**src/rtl/seq_detect_ctrl.sv**
```systemverilog
`default_nettype none
// ============================================================================
// Module      : seq_detect_ctrl
// Description : Sequences a serial two-ones Moore detector over parallel words
//               and counts detector hits. Optional: SEQ_DETECT_CTRL_CARRY_EN.
// Revision    : 1.0 - initial release
// ============================================================================
module seq_detect_ctrl #(
    parameter int WORD_W = 8,
    parameter int CNT_W  = $clog2(WORD_W + 1)
) (
    input  logic              clk,
    input  logic              reset,
    input  logic              in_valid,
    input  logic [WORD_W-1:0] in_data,
    output logic              in_ready,
    output logic              det_rst,
    output logic              det_bit,
    input  logic              det_out,
    output logic              out_valid,
    input  logic              out_ready,
    output logic [CNT_W-1:0]  hit_count,
    output logic              any_hit,
    output logic              busy
);

`ifdef SEQ_DETECT_CTRL_CARRY_EN
    localparam bit CARRY = 1'b1;
`else
    localparam bit CARRY = 1'b0;
`endif

    localparam int IDX_W = $clog2(WORD_W);

    localparam logic [2:0] S_IDLE  = 3'd0;
    localparam logic [2:0] S_CLEAR = 3'd1;
    localparam logic [2:0] S_SHIFT = 3'd2;
    localparam logic [2:0] S_DRAIN = 3'd3;
    localparam logic [2:0] S_DONE  = 3'd4;

    localparam logic [IDX_W-1:0] IDX_LAST = IDX_W'(WORD_W - 1);
    localparam logic [CNT_W-1:0] CNT_MAX  = '1;

    logic [2:0]        state_q, state_d;
    logic [WORD_W-1:0] sh_q, sh_d;
    logic [IDX_W-1:0]  idx_q, idx_d;
    logic [CNT_W-1:0]  cnt_q, cnt_d;
    logic              det_bit_q, det_bit_d;
    logic              out_valid_q, out_valid_d;
    logic              any_q, any_d;

    logic              w_accept;
    logic              w_sample;
    logic [WORD_W-1:0] w_src;

    assign w_accept = in_valid && (state_q == S_IDLE);

    // Detector output lags the driven bit by one cycle, so the first SHIFT
    // sample only shows the cleared state unless state carries over.
    assign w_sample = ((state_q == S_SHIFT) && (CARRY || (idx_q != '0)))
                   || (state_q == S_DRAIN);

    assign w_src = (state_q == S_IDLE) ? in_data : sh_q;

    // ---------------------------------------------------------------- state reg
    always_ff @(posedge clk or posedge reset) begin
        if (reset) begin
            state_q <= S_IDLE;
        end else begin
            state_q <= state_d;
        end
    end

    // ---------------------------------------------------------------- next state
    always_comb begin
        state_d = state_q;
        case (state_q)
            S_IDLE:  if (in_valid) state_d = CARRY ? S_SHIFT : S_CLEAR;
            S_CLEAR: state_d = S_SHIFT;
            S_SHIFT: if (idx_q == IDX_LAST) state_d = S_DRAIN;
            S_DRAIN: state_d = S_DONE;
            S_DONE:  if (out_ready) state_d = S_IDLE;
            default: state_d = S_IDLE;
        endcase
    end

    // ---------------------------------------------------------------- state decode
    always_comb begin
        in_ready = (state_q == S_IDLE);
        busy     = (state_q != S_IDLE);
        det_rst  = reset || (state_q == S_CLEAR);
    end

    // ---------------------------------------------------------------- datapath
    always_comb begin
        sh_d        = sh_q;
        cnt_d       = cnt_q;
        det_bit_d   = 1'b0;
        idx_d       = ((state_q == S_SHIFT) && (idx_q != IDX_LAST))
                    ? idx_q + IDX_W'(1) : '0;
        out_valid_d = (state_d == S_DONE);

        if (w_accept) begin
            sh_d  = in_data;
            cnt_d = '0;
        end else if (w_sample && det_out && (cnt_q != CNT_MAX)) begin
            cnt_d = cnt_q + CNT_W'(1);
        end

        // det_bit is registered, so the next bit is loaded one edge ahead
        if (state_d == S_SHIFT) begin
            det_bit_d = w_src[WORD_W-1];
            sh_d      = {w_src[WORD_W-2:0], 1'b0};
        end

        any_d = (cnt_d != '0);
    end

    always_ff @(posedge clk or posedge reset) begin
        if (reset) begin
            sh_q        <= '0;
            idx_q       <= '0;
            cnt_q       <= '0;
            det_bit_q   <= 1'b0;
            out_valid_q <= 1'b0;
            any_q       <= 1'b0;
        end else begin
            sh_q        <= sh_d;
            idx_q       <= idx_d;
            cnt_q       <= cnt_d;
            det_bit_q   <= det_bit_d;
            out_valid_q <= out_valid_d;
            any_q       <= any_d;
        end
    end

    assign det_bit   = det_bit_q;
    assign out_valid = out_valid_q;
    assign hit_count = cnt_q;
    assign any_hit   = any_q;

endmodule
`default_nettype wire

```
**config.mk**
```make
export PLATFORM = sky130hd
export DESIGN_NAME = seq_detect_ctrl
export DESIGN_NICKNAME = d
export VERILOG_FILES = /design/src/rtl/seq_detect_ctrl.sv
export SDC_FILE = /design/constraint.sdc
export NUM_CORES = 1
export LEC_CHECK = 0
export CAP_MARGIN = 10
export CORE_ASPECT_RATIO = 1.25
export CORE_UTILIZATION = 50
export DETAILED_ROUTE_END_ITERATION = 10
export PLACE_DENSITY = 0.83
export SLEW_MARGIN = 25
export SYNTH_ARGS = -nofsm -noshare
export SYNTH_HDL_FRONTEND = slang
export SYNTH_SLANG_ARGS = --single-unit
export TNS_END_PERCENT = 1
```
**constraint.sdc**
```tcl
create_clock -name clk -period 3.3 [get_ports clk]
set_input_delay 0.66 -clock clk [delete_from_list [all_inputs] [get_ports clk]]
set_output_delay 0.66 -clock clk [all_outputs]
set_load 0.1 [all_outputs]
```
==> impl_metrics.csv, run 1 <==
group,metric,value,unit
run_status,outcome,"complete, no violations",
routing,drtIter0Drc,9,
place,gp_congestion,0.8198,
routing,drt_first_pass_iters,4,
global_route,grt_pass1_wl,3.456,mm
yosys,ys_types,27,
sta,worst_pin_slew,0.6510,ns
critical_path,cpMaxStageDelayCell,"nor3_2",
hold_path,holdPathStages,2,
yosys,synth-compound-area-share,2.820,%
yosys,synth_cells,101,
global_route,met2_usage,32.09,%
yosys,yosysWarningCount,0,
global_route,grt_antenna_before_repair,0,
sta,report.final.slew_viol_count,0,
critical_path,reg2reg_depth,5,
global_route,grt-ovfl-total,0,
place,dp.cells,151,
yosys,synth-seq-cells,21,
layout,syn_to_final_growth,22.23,%
routing,vias,835,
sta,max-slew-margin-rel,56.36,%
yosys,synth_area_leader_cell,"dfrtp_1",
layout,nNetsFinal,142,
sta,grt_setup_unrepaired,"false",
global_route,grtUsageMet1,22.06,%
cts,clockBufferDepth,2,
sta,skew,0.003473,ns
sta,hold_ws,0.5487,ns
cts,postCtsSetupBuffers,0,
sta,period_needed,2.265,ns
die,start_util,52.75,%
die,die_y,55.71,um
cts,cts_tree,"yes",
layout,fin_util,64.47,%
cts,cts_made_buffers,3,
layout,diodes,0,
cts,h-tree-depth,1,
global_route,top_usage_layer,"met2",
cts,worstSkewPairLatency,0.30,ns
cts,hold_buffers,0,
place,hpwl,1.533,mm
place,portBuffers,22,
global_route,grt_usage,18.44,%
routing,vias_per_cell,5.387,
die,die_area,2505,um2
critical_path,cp.arrival,2.45,ns
sta,hold_viol_final,0,
cts,cts_sinks,21,
yosys,synth_top_cell_area_share,45.55,%
global_route,grt_pass1_vias,818,
hold_path,hold_class,"flop to flop",
die,die_w,44.96,um
yosys,synth_nets,118,
yosys,ys_top_cells_by_area,"dfrtp_1 46%, mux2i_1 22%, ha_1 4.3%",
sta,max_freq,441.6,MHz
routing,drc_errors,0,
die,core_area,2187,um2
sta,finalSetupTns,0,ns
yosys,synth_xor_area_share,1.518,%
routing,routedWlPerCell,12.94,um
global_route,use_met3,2.922,%
routing,wirelength,2.005,mm
critical_path,crit_chain,"clkdlybuf4s50_1 -> nand2b_1 -> nor3_2 -> buf_4 -> nor3b_1 -> or4_1",
die,rows,19,
sta,setup_viol,0,
yosys,synth_area,1154,um2
cts,clkTransAtPathRegs,0.11,ns
yosys,synth-seq-area-share,45.55,%
global_route,grt_max_degree,22,
layout,fin_cells,155,
routing,detail-route-antenna-nets,0,
critical_path,crit_fanout,8,
critical_path,worstPathRequired,3.48,ns
yosys,synth-simple-area-share,18.44,%
yosys,synth-adder-area-share,4.338,%
layout,drive_gt1_share,16.13,%
yosys,synth_top_family_by_area,"multiplexers",
cts,clockRootBuffer,"clkbuf_4",
sta,finalCritPeriodShare,68.62,%
critical_path,crit_type,"input pin to flop",
critical_path,cp-end-kind,"flop",
die,io_pins,23,
cts,cts_resized,0,
critical_path,start_kind,"input pin",
flow_run,maxCapViolCount,0,
layout,fillers,181,
yosys,syn_area_per_cell,11.42,um2
critical_path,slowest_delay,0.51,ns
yosys,synth.area.mux_share,22.67,%
[worst max-delay path, delay by kind of cell]
kind                   cells  cell delay [ns]
AND/OR/NAND/NOR            4             1.04
buffers and inverters      2             0.74
[kinds of logic after synthesis]
family	count (synthesis)
mux	26
flops	21
buf+inv	10
fa+ha+maj	4
simple gates	33
xor+xnor	2
compound gates	5
[layout make-up]
class                           instances  area (um2)  area share, %
Timing Repair Buffer                   25       230.2          16.33
Clock buffer                            4       26.28          1.863
Sequential cell                        21       525.5          37.27
Multi-Input combinational cell         70       574.3          40.73
Inverter                                4       15.01          1.065
Tap cell                               31       38.79          2.751
[path summary, 6_finish.rpt]
path / slack [ns] / from / endpoint
worst min register to register: 0.55 / sh_q[7]$_DFFE_PP0P_ / det_bit$_DFF_PP0_
max in group asynchronous: 2.39 / reset / hit_count[1]$_DFF_PP0_
worst max-delay path: 1.04 / in_valid / any_hit$_DFF_PP0_
worst min-delay path: 0.55 / sh_q[7]$_DFFE_PP0P_ / det_bit$_DFF_PP0_
min in group asynchronous: 0.71 / reset / idx_q[0]$_DFF_PP0_
worst max register to register: 1.17 / state_q[1]$_DFF_PP0_ / any_hit$_DFF_PP0_
[cells in the mapped netlist]
master    count
a211oi_1      2
a31oi_1       2
and2_1        4
and3_1        2
and3b_1       1
buf_2         4
buf_4         1
buf_6         1
dfrtp_1      21
ha_1          4
inv_1         4
mux2_2        1
mux2i_1      25
nand2_1       3
nand2b_1      3
nand3b_4      1
nor2_1        6
nor2b_1       1
nor3_1        4
nor3_2        1
nor3b_1       2
nor4_1        1
nor4b_1       2
o21ai_0       1
or3b_4        1
or4_1         1
xnor2_1       2
[sequential cells by signal (all words and copies together) (netlist names)]
signal,flops
det_bit,1
any_hit,1
state_q,3
out_valid,1
hit_count,4
sh_q,8
idx_q,3
[per-layer routing]
| metal | routed length (um) | vias to the layer above |
|---|---|---|
| met5 | 0 | - |
| met4 | 32 | 0 |
| met3 | 56 | 4 |
| met2 | 1073 | 22 |
| met1 | 843 | 404 |
| li1 | - | 405 |
[layout by cell type (no fill, tap or decap), drive strengths merged]
| master | n |
|---|---|
| ha | 4 |
| a31oi | 2 |
| nor4b | 2 |
| nor2 | 6 |
| nand2 | 3 |
| o21ai | 1 |
| or4 | 1 |
| inv | 4 |
| nor3 | 5 |
| nand2b | 3 |
| clkdlybuf4s50 | 12 |
| and2 | 4 |
| nand3b | 1 |
| and3 | 2 |
| mux2i | 25 |
| clkbuf | 4 |
| buf | 13 |
| dfrtp | 21 |
| nor2b | 1 |
| nor4 | 1 |
| and3b | 1 |
| xnor2 | 2 |
| mux2 | 1 |
| nor3b | 2 |
| a211oi | 2 |
| or3b | 1 |
[per-stage QoR]
step	setup slack, ns	instance area [um2]
floorplan	0.6278	1154
global placement	0.7618	1384
detailed placement	0.7235	1384
CTS	1.026	1410
global route	0.8966	1410
finish	1.035	1410
Power of run 1 is not shown: default switching activity piles up to over one toggle a cycle in this logic, so the estimate is an artifact.
==> inputs of run 2 (changes only) <==
clock period = 2.3 ns   (was 3.3 ns; I/O delays follow)
==> run 2 against run 1 <==
  * Non-clock buffer count rose by 2
  * Sequential share of layout area fell by 1.4 points
  * Utilization rose by 2.6 points
  * Sequential cell count did not move
  * Via count fell by 0.84%
  * Clock skew fell by 0.00090 ns
  * Global-route usage rose by 0.94 points
  * First-iteration DRC count fell by 33%
  * Routed wire length rose by 4.2%
  * Worst hold slack improved by 0.0060 ns
==> impl_metrics.csv, run 2 (synthesis results as in run 1) <==
group,metric,value,unit
die,start_util,52.75,%
cts,cts_sinks,21,
sta,finalSetupTns,0,ns
layout,layout_commonest_cell,"mux2i_1",
layout,regMostFlops,"sh_q",
critical_path,slowest_delay,0.55,ns
cts,worstSkewPairLatency,0.30,ns
layout,diodes,0,
place,hpwl,1.566,mm
layout,final_cell_mix,"25 x mux2i_1, 21 x dfrtp_1, 12 x clkdlybuf4s50_1, 11 x buf_4, 6 x nor2_1",
critical_path,crit_top_cell,"buf_12",
sta,skew,0.002573,ns
critical_path,crit_fanout,10,
sta,max_freq,473.4,MHz
layout,syn_to_final_growth,27.12,%
die,core_area,2187,um2
layout,fillers,177,
sta,period_needed,2.112,ns
place,portBuffers,22,
sta,max-slew-margin-rel,72.33,%
cts,postCtsSetupBuffers,0,
layout,multi_input_area,578.1,um2
global_route,grt_pass1_vias,837,
cts,clkTransAtPathRegs,0.12,ns
routing,vias_per_cell,5.274,
routing,drtIter0Drc,6,
sta,setup_viol,0,
cts,hold_buffers,0,
routing,detail-route-antenna-nets,0,
layout,register_area,525.5,um2
sta,report.final.slew_viol_count,0,
critical_path,worstPathRequired,1.84,ns
flow_run,maxCapViolCount,0,
die,die_area,2505,um2
critical_path,cpMaxStageDelayCell,"dfrtp_1",
layout,drive_gt1_share,18.25,%
critical_path,start_kind,"flop",
critical_path,cp.arrival,1.65,ns
sta,finalCritPeriodShare,91.83,%
sta,worst_pin_slew,0.4093,ns
routing,routedWlPerCell,13.31,um
routing,drt_first_pass_iters,4,
die,die_w,44.96,um
place,gp_congestion,0.7746,
global_route,grt_usage,19.39,%
die,rows,19,
die,io_pins,23,
critical_path,crit_type,"flop to output pin",
critical_path,crit_chain,"nor3_1 -> buf_12 -> inv_1 -> buf_12",
place,dp.cells,153,
routing,wirelength,2.090,mm
cts,clockBufferDepth,2,
die,die_y,55.71,um
hold_path,hold_class,"flop to flop",
routing,drc_errors,0,
cts,cts_resized,0,
sta,hold_ws,0.5547,ns
sta,grt_setup_unrepaired,"false",
cts,h-tree-depth,1,
critical_path,cp-end-kind,"output pin",
global_route,grt_antenna_before_repair,0,
cts,clockRootBuffer,"clkbuf_4",
layout,fin_cells,157,
global_route,grt_pass1_wl,3.629,mm
global_route,grt_max_degree,22,
cts,cts_tree,"yes",
critical_path,r2r_slack,0.32,ns
sta,hold_viol_final,0,
layout,largest_reg_flops,8,
run_status,outcome,"complete, no violations",
cts,cts_made_buffers,3,
routing,vias,828,
layout,nNetsFinal,144,
global_route,grt-ovfl-total,0,
-- run 2: metrics by stage --
step | utilization, % | setup slack (ns) | cell area [um2]
2_1_floorplan | - | -0.07802 | 1157
3_5_place_dp | 65.85 | 0.1483 | 1440
5_1_grt | 67.05 | 0.09391 | 1466
6_report | 67.05 | 0.1878 | 1466
4_1_cts | 67.05 | 0.1708 | 1466
3_3_place_gp | 65.85 | 0.1701 | 1440
-- run 2: final timing paths --
kind                                         from                      to  cells past startpoint
max in group asynchronous                   reset     sh_q[7]$_DFFE_PP0P_                      3
min in group asynchronous                   reset      idx_q[2]$_DFF_PP0_                      3
max                          state_q[1]$_DFF_PP0_                    busy                      4
min reg2reg                hit_count[3]$_DFF_PP0_  hit_count[3]$_DFF_PP0_                      1
min                        hit_count[3]$_DFF_PP0_  hit_count[3]$_DFF_PP0_                      1
max reg2reg                    idx_q[0]$_DFF_PP0_       any_hit$_DFF_PP0_                      7
-- run 2: metal layers --
metal  GRT usage, %  up-vias  wire (um)
li1               -      408          -
met2          33.33       14       1143
met3          1.948        2         35
met5              0        -          0
met4          6.494        0         16
met1          24.47      404        894
-- run 2: cell type report --
class | instances | share of cell area (%)
tap | 31 | 2.645
multi-input combinational | 70 | 39.42
inverter | 4 | 1.024
timing repair buffer | 27 | 19.28
sequential | 21 | 35.84
clock buffer | 4 | 1.792
-- run 2: critical path: cells and delay by family (launching register included) --
kind	cells	cell delay (ns)
buffers and inverters	3	0.43
DFF	1	0.55
and+or+nand+nor	1	0.36
Power of run 2 is left out for the same reason.
